`config.mk`:
```
export PLATFORM = sky130hd
export DESIGN_NAME = uart_fifo
export DESIGN_NICKNAME = d
export VERILOG_FILES = /design/src/rtl/uart_pkg.sv /design/src/rtl/async_receiver.sv /design/src/rtl/async_transmitter.sv /design/src/rtl/sync_fifo.sv /design/src/rtl/uart_fifo.sv
export SDC_FILE = /design/constraint.sdc
export NUM_CORES = 1
export LEC_CHECK = 0
export ABC_CLOCK_PERIOD_IN_PS = 3760
export CORE_ASPECT_RATIO = 0.6
export CORE_UTILIZATION = 65
export CTS_BUF_LIST = sky130_fd_sc_hd__clkbuf_4
export DETAILED_ROUTE_END_ITERATION = 12
export PLACE_DENSITY = 0.86
export SKIP_CTS_REPAIR_TIMING = 1
export SYNTH_ARGS = -nofsm -noshare
export SYNTH_HDL_FRONTEND = slang
export SYNTH_SLANG_ARGS = --single-unit
```
`constraint.sdc`:
```
create_clock -name clk -period 3.76 [get_ports clk]
set_input_delay 0.564 -clock clk [delete_from_list [all_inputs] [get_ports clk]]
set_output_delay 0.564 -clock clk [all_outputs]
set_load 0.03 [all_outputs]
```
`src/rtl/uart_pkg.sv`:
```
// Shared definitions for the memory-mapped UART: register map, TX sequencer
// states and status bit positions.
package uart_pkg;
  localparam logic [1:0] UART_RX   = 2'b00;
  localparam logic [1:0] UART_RXCR = 2'b01;
  localparam logic [1:0] UART_TX   = 2'b10;
  localparam logic [1:0] UART_TXCR = 2'b11;

  typedef enum logic [1:0] {IDLE, START, SETTLE, DRAIN} tx_state_e;

  localparam int ST_RX_NONEMPTY = 7;
  localparam int ST_OVERRUN     = 6;
  localparam int ST_TX_FULL     = 7;
  localparam int ST_TX_EMPTY    = 6;
  localparam int ST_TX_BUSY     = 5;
  localparam int CLR_OVERRUN    = 6;
endpackage

```
`src/rtl/async_receiver.sv`:
```
// 8N1 oversampling serial receiver; RxD_idle is low while a frame is in progress.
module async_receiver #(
  parameter int ClkFrequency = 25000000,
  parameter int Baud         = 115200,
  parameter int Oversampling = 8
) (
  input  logic       clk,
  input  logic       reset,
  input  logic       RxD,
  output logic       RxD_data_ready,
  output logic [7:0] RxD_data,
  output logic       RxD_idle
);
  localparam int OS_DIV = ClkFrequency / (Baud * Oversampling);

  logic [15:0] div_cnt;
  logic [1:0]  sync;
  logic        rxd_s, tick, busy;
  logic [3:0]  bit_idx;
  logic [7:0]  sub, shreg;

  assign rxd_s    = sync[1];
  assign tick     = (div_cnt == 16'(OS_DIV - 1));
  assign RxD_idle = ~busy;

  always_ff @(posedge clk or posedge reset) begin
    if (reset) begin
      sync           <= 2'b11;
      div_cnt        <= '0;
      busy           <= 1'b0;
      bit_idx        <= '0;
      sub            <= '0;
      shreg          <= '0;
      RxD_data       <= '0;
      RxD_data_ready <= 1'b0;
    end else begin
      sync           <= {sync[0], RxD};
      div_cnt        <= tick ? '0 : div_cnt + 16'd1;
      RxD_data_ready <= 1'b0;
      if (tick) begin
        if (!busy) begin
          // start half a bit ahead so every sample lands near a bit centre
          if (!rxd_s) begin
            busy    <= 1'b1;
            sub     <= 8'(Oversampling / 2);
            bit_idx <= '0;
          end
        end else if (sub == 8'(Oversampling - 1)) begin
          sub     <= '0;
          bit_idx <= bit_idx + 4'd1;
          if (bit_idx == 4'd0) begin
            if (rxd_s) busy <= 1'b0;
          end else if (bit_idx == 4'd9) begin
            busy <= 1'b0;
            if (rxd_s) begin
              RxD_data       <= shreg;
              RxD_data_ready <= 1'b1;
            end
          end else begin
            shreg <= {rxd_s, shreg[7:1]};
          end
        end else begin
          sub <= sub + 8'd1;
        end
      end
    end
  end
endmodule

```
`src/rtl/async_transmitter.sv`:
```
// 8N1 serial transmitter; TxD_busy rises the cycle after TxD_start is accepted.
module async_transmitter #(
  parameter int ClkFrequency = 25000000,
  parameter int Baud         = 115200
) (
  input  logic       clk,
  input  logic       reset,
  input  logic       TxD_start,
  input  logic [7:0] TxD_data,
  output logic       TxD,
  output logic       TxD_busy
);
  localparam int BIT_DIV = ClkFrequency / Baud;

  logic [15:0] div_cnt;
  logic [3:0]  bits_left;
  logic [7:0]  shreg;

  always_ff @(posedge clk or posedge reset) begin
    if (reset) begin
      TxD       <= 1'b1;
      TxD_busy  <= 1'b0;
      div_cnt   <= '0;
      bits_left <= '0;
      shreg     <= '0;
    end else if (!TxD_busy) begin
      if (TxD_start) begin
        TxD       <= 1'b0;
        shreg     <= TxD_data;
        bits_left <= 4'd9;
        div_cnt   <= '0;
        TxD_busy  <= 1'b1;
      end
    end else if (div_cnt == 16'(BIT_DIV - 1)) begin
      div_cnt <= '0;
      // bits_left==1 emits the stop bit; 0 means the stop bit has completed
      if (bits_left == 4'd0) begin
        TxD_busy <= 1'b0;
      end else begin
        TxD       <= (bits_left == 4'd1) ? 1'b1 : shreg[0];
        shreg     <= shreg >> 1;
        bits_left <= bits_left - 4'd1;
      end
    end else begin
      div_cnt <= div_cnt + 16'd1;
    end
  end
endmodule

```
`src/rtl/sync_fifo.sv`:
```
// First-word-fall-through FIFO; pointers carry one extra wrap bit.
// The caller is responsible for not pushing when full / popping when empty.
module sync_fifo #(
  parameter int WIDTH = 8,
  parameter int DEPTH = 16,
  parameter int AW    = $clog2(DEPTH)
) (
  input  logic             clk,
  input  logic             reset_n,
  input  logic             push,
  input  logic             pop,
  input  logic [WIDTH-1:0] din,
  output logic [WIDTH-1:0] dout,
  output logic             full,
  output logic             empty,
  output logic [AW:0]      count
);
  logic [WIDTH-1:0] mem [DEPTH];
  logic [AW:0]      wptr, rptr;

  always_ff @(posedge clk or negedge reset_n) begin
    if (!reset_n) begin
      wptr <= '0;
      rptr <= '0;
    end else begin
      if (push) wptr <= wptr + 1'b1;
      if (pop)  rptr <= rptr + 1'b1;
    end
  end

  // Push+pop while full writes the slot being vacated; dout is read combinationally.
  always_ff @(posedge clk) begin
    if (push) mem[wptr[AW-1:0]] <= din;
  end

  assign dout  = mem[rptr[AW-1:0]];
  assign empty = (wptr == rptr);
  assign full  = (wptr[AW] != rptr[AW]) && (wptr[AW-1:0] == rptr[AW-1:0]);
  assign count = wptr - rptr;
endmodule

```
`src/rtl/uart_fifo.sv`:
```
// Apple-1 PIA-window UART with RX/TX FIFOs, sticky overrun, CTS throttling
// and a TX sequencer feeding the serial transmitter.
module uart_fifo
  import uart_pkg::*;
#(
  parameter int ClkFrequency  = 25000000,
  parameter int Baud          = 115200,
  parameter int Oversampling  = 8,
  parameter int RX_DEPTH      = 16,
  parameter int TX_DEPTH      = 16,
  parameter int CTS_MARGIN    = 2,
  parameter int SEVEN_BIT     = 1,
  parameter int SKIP_FIRST_TX = 1
) (
  input  logic       clk,
  input  logic       reset_n,
  input  logic       enable,
  input  logic [1:0] address,
  input  logic       w_en,
  input  logic [7:0] din,
  output logic [7:0] dout,
  input  logic       uart_rx,
  output logic       uart_tx,
  output logic       uart_cts
);
  localparam int RAW = $clog2(RX_DEPTH);
  localparam int TAW = $clog2(TX_DEPTH);

  logic           rd_stb, wr_stb, rx_rd, rx_rd_q;
  logic           rx_ready, rx_idle;
  logic [7:0]     rx_data, rx_fifo_q, rx_head;
  logic           rx_push, rx_pop, rx_full, rx_empty;
  logic [RAW:0]   rx_count;
  logic           tx_wr, tx_push, tx_pop, tx_full, tx_empty, tx_start, tx_eng_busy;
  logic [7:0]     tx_wdata, tx_head, tx_byte;
  logic [TAW:0]   tx_level_unused;
  logic           overrun, skip_armed;
  tx_state_e      state, state_nxt;
  logic [7:0]     rd_data;
  logic [3:0]     rx_cnt_sat;
  int             rx_free;

  assign rd_stb = enable & ~w_en;
  assign wr_stb = enable & w_en;

  // one pop per CPU read: act only on the first cycle of an RX read
  assign rx_rd   = rd_stb & (address == UART_RX);
  assign rx_pop  = rx_rd & ~rx_rd_q & ~rx_empty;
  assign rx_push = rx_ready & (~rx_full | rx_pop);
  assign rx_head = rx_empty ? 8'h00 : rx_fifo_q;

  assign tx_wr    = wr_stb & (address == UART_TX);
  assign tx_wdata = (SEVEN_BIT != 0) ? {1'b0, din[6:0]} : din;
  assign tx_push  = tx_wr & ~skip_armed & (~tx_full | tx_pop);

  sync_fifo #(.WIDTH(8), .DEPTH(RX_DEPTH)) u_rx_fifo (
    .clk(clk), .reset_n(reset_n), .push(rx_push), .pop(rx_pop), .din(rx_data),
    .dout(rx_fifo_q), .full(rx_full), .empty(rx_empty), .count(rx_count)
  );

  sync_fifo #(.WIDTH(8), .DEPTH(TX_DEPTH)) u_tx_fifo (
    .clk(clk), .reset_n(reset_n), .push(tx_push), .pop(tx_pop), .din(tx_wdata),
    .dout(tx_head), .full(tx_full), .empty(tx_empty), .count(tx_level_unused)
  );

  async_receiver #(.ClkFrequency(ClkFrequency), .Baud(Baud), .Oversampling(Oversampling)) u_rx (
    .clk(clk), .reset(~reset_n), .RxD(uart_rx), .RxD_data_ready(rx_ready),
    .RxD_data(rx_data), .RxD_idle(rx_idle)
  );

  async_transmitter #(.ClkFrequency(ClkFrequency), .Baud(Baud)) u_tx (
    .clk(clk), .reset(~reset_n), .TxD_start(tx_start), .TxD_data(tx_byte),
    .TxD(uart_tx), .TxD_busy(tx_eng_busy)
  );

  always_comb begin
    rx_free    = RX_DEPTH - int'(rx_count);
    rx_cnt_sat = (int'(rx_count) > 15) ? 4'd15 : 4'(rx_count);
  end

  assign uart_cts = ~rx_idle | (rx_free <= CTS_MARGIN);

  always_comb begin
    rd_data = 8'h00;
    unique case (address)
      UART_RX:   rd_data = (SEVEN_BIT != 0) ? {~rx_empty, rx_head[6:0]} : rx_head;
      UART_RXCR: rd_data = {~rx_empty, overrun, 2'b00, rx_cnt_sat};
      UART_TX:   rd_data[ST_TX_FULL] = tx_full;
      UART_TXCR: begin
        rd_data[ST_TX_FULL]  = tx_full;
        rd_data[ST_TX_EMPTY] = tx_empty;
        rd_data[ST_TX_BUSY]  = (state != IDLE);
      end
    endcase
  end

  always_comb begin
    state_nxt = state;
    tx_pop    = 1'b0;
    tx_start  = 1'b0;
    unique case (state)
      IDLE: if (!tx_empty) begin
        tx_pop    = 1'b1;
        state_nxt = START;
      end
      START: begin
        tx_start  = 1'b1;
        state_nxt = SETTLE;
      end
      // transmitter busy is registered; give it a cycle before trusting it
      SETTLE: state_nxt = DRAIN;
      DRAIN:  if (!tx_eng_busy) state_nxt = IDLE;
    endcase
  end

  always_ff @(posedge clk or negedge reset_n) begin
    if (!reset_n) begin
      state   <= IDLE;
      tx_byte <= 8'h00;
    end else begin
      state <= state_nxt;
      if (tx_pop) tx_byte <= tx_head;
    end
  end

  always_ff @(posedge clk or negedge reset_n) begin
    if (!reset_n) begin
      dout       <= 8'h00;
      rx_rd_q    <= 1'b0;
      overrun    <= 1'b0;
      skip_armed <= (SKIP_FIRST_TX != 0);
    end else begin
      dout    <= rd_data;
      rx_rd_q <= rx_rd;
      if (tx_wr) skip_armed <= 1'b0;
      if (wr_stb && (address == UART_RXCR) && din[CLR_OVERRUN]) overrun <= 1'b0;
      // a new overrun wins over a simultaneous clear
      if (rx_ready && rx_full && !rx_pop) overrun <= 1'b1;
    end
  end
endmodule

```
==> metrics.csv <==
stage,metric,value,unit
run_status,outcome,"finished, final reports clean",
clock_tree,Sinks on Clock Net,340,
synth,cell count after synthesis,970,
setup_path,crit path capture type,primary output,
floorplanning,number of top-level pins,25,
setup_path,reg-to-reg startpoint,u_rx_fifo.wptr[2],
sta,final setup violating endpoints,0,
setup_path,cell occurring most often along the worst timing path,ha_1,
clock_tree,TritonCTS clock tree,yes,
synth,share of synthesized area occupied by flip-flops and latches,0.6582,
min_path,worst hold endpoint,u_rx.sync[0],
pwr,net switching component of the power,0.002070,W
finish,layout cell share with drive strength beyond 1,0.2160,
pwr,share of total power in the clock network,0.375,
global_route,maximum number of pins on one net before global-route repair,62,
synth,most repeated cell in the gate-level netlist after synthesis,edfxtp_1,
pwr,areal power density over the cells,500.0,nW/µm²
placement,GP Congestion,0.9040,
global_route,wire length of the first global-routing pass,46700,µm
sta,final setup skew,54.73,ps
synth,asr flop ratio synth,0.3412,
sta,max-slew violations,0,
floorplanning,starting utilization of the core area,0.6632,
finish,Area Growth Syn to Fin,10.39,%
routing,total wire length,29750,µm
synth,flip-flop cell with the highest count after synthesis,edfxtp_1,
synth,Seq cells post-synth,340,
sta,share of the clock period used by the worst path,0.9506,
clock_tree,clock insertion delay at the later pin of the skew report,720,ps
synth,"area leader, netlist",edfxtp_1,
setup_path,r2r setup slk,1080,ps
pwr,internal power contribution,0.006010,W
setup_path,startpoint type of the worst setup path,flip-flop,
clock_tree,clk buf depth,3,
pwr,part of the power in registers,0.511,
floorplanning,Die X,195.7,µm
min_path,startpoint of the worst hold path,uart_rx,
routing,post-DR vias/cell,6.253,
pwr,power share of the combinational group,0.114,
pwr,switching fraction of total power,0.2562,
synth,most used standard cells in the synthesized netlist,"224 x edfxtp_1, 112 x dfrtp_1, 50 x mux4_2",
sta,maximum clock rate,279.8,MHz
placement,setup slack at placement,332.2,ps
setup_path,"Data required, critical path",3200,ps
routing,WL per Instance,21.42,µm
finish,fill cell count,1375,
routing,initial DRC count,782,
finish,Final Util,0.7321,
setup_path,delay of the slowest critical-path stage,580,ps
routing,final routed DRC violation total,0,
clock_tree,clock root buffer master,clkbuf_4,
synth,mean post-synth cell area,15.09,µm²
setup_path,reg2reg end,u_rx_fifo.mem[2][4],
floorplanning,cell row count,42,
routing,Final ANT Viol Nets,0,
synth,synthesized netlist net count,1016,
floorplanning,Die ar.,23140,µm²
pwr,Max IR drop VDD,272.2,µV
setup_path,"Slowest-stage cell, CP",fa_2,
routing,Detailed Routing Iterations Pass 1,5,
min_path,Tightest Hold Check Type,primary input to flip-flop,
clock_tree,Inserted Clock Buffers,77,
synth,"EDFF count, synth",224,
floorplanning,area of the core,22070,µm²
sta,final critical path time including I/O delays and setup,3574,ps
synth,post-synthesis instance area,14640,µm²
sta,Relative slew margins,0.4794,
pwr,leakage power of the design,6.458,nW
global_route,initial antenna violation count,1,
setup_path,"Worst Path Class, Setup",flip-flop to primary output,
routing,via total after detailed routing,8685,
min_path,worst hold stages,1,
synth,Yosys warnings,0,
clock_tree,H-tree Lvls,3,
sta,worst-case setup margin in the final layout,185.8,ps
synth,distinct cell type count after synthesis,68,
synth,cell types occupying the most area after synthesis,"edfxtp_1 46%, dfrtp_1 19%, mux4_2 7.7%",
setup_path,Worst Reg2Reg Path Length in Cells,6,
floorplanning,Die Span Y,118.2,µm
clock_tree,clock edge transition at the registers on the reported setup and hold paths,70,ps
global_route,Global Route Usage Sum,0.2709,
placement,HPWL Detailed,19370,µm
job,max-cap violations,0,
global_route,via count of the first global-routing pass,8528,
setup_path,Critical Path AT,3010,ps
finish,net total in the final layout,1087,
placement,IO buf count,23,
synth,share of Yosys cell area claimed by the top area cell type,0.4595,
setup_path,biggest fanout along the worst timing path,4,
global_route,global route total overflow,0,
sta,accumulated negative setup slack,0,ps
sta,number of hold violations in the final report,0,
pwr,"sum of internal, switching and leakage power",0.008080,W
sta,actual transition at the worst max-transition pin,772.7,ps
setup_path,cell-by-cell trace of the critical path,inv_1 -> ha_1 -> fa_2 -> ha_1 -> and3_1 -> o21ai_0 -> o32ai_1 -> a21o_1 -> buf_4,
## sequential cells by signal, summed over array words and instances, names as in the netlist, 4 cells and up
register        flops
u_rx.shreg          8
u_rx.RxD_data       7
u_rx.sub            8
u_tx_fifo.rptr      5
dout                8
u_rx_fifo.mem     112
u_tx_fifo.wptr      5
u_tx.div_cnt       16
u_tx.bits_left      4
tx_byte             7
u_tx.shreg          7
u_rx.bit_idx        4
u_tx_fifo.mem     112
u_rx_fifo.rptr      5
u_rx.div_cnt       16
u_rx_fifo.wptr      5
## worst max-delay path by stage
| stage | startpoint | end | slack [ps] | depth (start not counted) |
|---|---|---|---|---|
| 2_1_floorplan | u_rx_fifo.rptr[1] | uart_cts | 730 | 9 |
| 3_3_place_gp | address[1] | u_rx_fifo.mem[0][2] | 490 | 6 |
| 3_5_place_dp | address[1] | u_rx_fifo.mem[2][1] | 330 | 6 |
| 4_1_cts | u_rx_fifo.wptr[0] | uart_cts | 160 | 10 |
| 5_1_grt | u_rx_fifo.wptr[0] | uart_cts | -10 | 9 |
| 6_report | u_rx_fifo.wptr[0] | uart_cts | 190 | 9 |
## cell type report
cell class | instances | area [µm²] | share of cell area
Sequential cell | 340 | 9637 | 0.5964
Multi-Input combinational cell | 558 | 4693 | 0.2904
Clock buffer | 122 | 915.9 | 0.05668
Tap cell | 286 | 357.8 | 0.02214
Timing Repair Buffer | 33 | 315.3 | 0.01951
Clock inverter | 18 | 121.4 | 0.007511
Inverter | 31 | 116.4 | 0.007201
Antenna cell | 1 | 2.502 | 0.0001549
## cells in the final DEF, fill, tap and decap left out, types with 7 or more instances in the layout
master and count:
and2_1 13, mux2i_1 9, nand2_1 39, nand3_1 16, nor2b_1 26, nor2_1 47
dfrtp_1 110, ha_1 30, and3_1 41, mux2_4 8, buf_4 10, a22o_1 9
xnor2_1 22, a2111oi_0 7, nor3_1 10, clkbuf_4 122, a211oi_1 7, edfxtp_1 224
a21oi_1 36, mux4_2 50, a22oi_1 12, o21ai_0 37, mux2_2 23, inv_1 31
clkdlybuf4s50_1 21, xor2_1 18, a21o_1 10, o22ai_1 7, clkinv_1 13, nand4_1 13
## power by group through the flow
| stage | logic, W | clock network (W) | registers, W |
|---|---|---|---|
| after CTS | 0.000915 | 0.00309 | 0.00413 |
| after global placement | 0.000882 | 0 | 0.00420 |
| after global routing | 0.00101 | 0.00327 | 0.00414 |
| after detailed placement | 0.000911 | 0 | 0.00421 |
| final | 0.000920 | 0.00303 | 0.00413 |
| after floorplan | 0.000622 | 0 | 0.00420 |
## routing by layer
layer | vias up | wire length, µm | track usage
met2 | 372 | 12750 | 0.3723
li1 | 3897 | - | -
met1 | 4364 | 13630 | 0.4255
met3 | 52 | 2879 | 0.07306
met5 | - | 0 | 0
met4 | 0 | 490 | 0.08252
## kinds of logic (layout without fill, tap and decap cells)
logic type               after synthesis  count (layout)  share of synthesized area
XOR/XNOR                              40              40                    0.02393
flip-flops                           340             340                     0.6582
AND/OR/NAND/NOR                      248             248                    0.09488
buffers and inverters                 72             204                    0.02137
other                                  0               1                          0
adder cells (fa/ha/maj)               31              31                    0.02701
AO/OA/AOI/OAI                        149             149                    0.06565
multiplexers                          90              90                     0.1090
## worst max-delay path: cells and delay by family, from the launching register on
kind / cells / cell delay [ps]
simple gates: 1 / 150
fa+ha+maj: 3 / 1020
buf+inv: 2 / 270
compound gates: 3 / 480
flops: 1 / 400
## metrics by stage
step / cell area (µm²) / hold slack [ps] / instances
CTS: 16140 / -94.67 / 1387
global placement: 15110 / 349.0 / 1247
floorplan: 14640 / 268.4 / 970
detailed placement: 15110 / 346.8 / 1247
finish: 16160 / 296.7 / 1389
global route: 16160 / 226.9 / 1389
(Power assumes the default switching activity.)
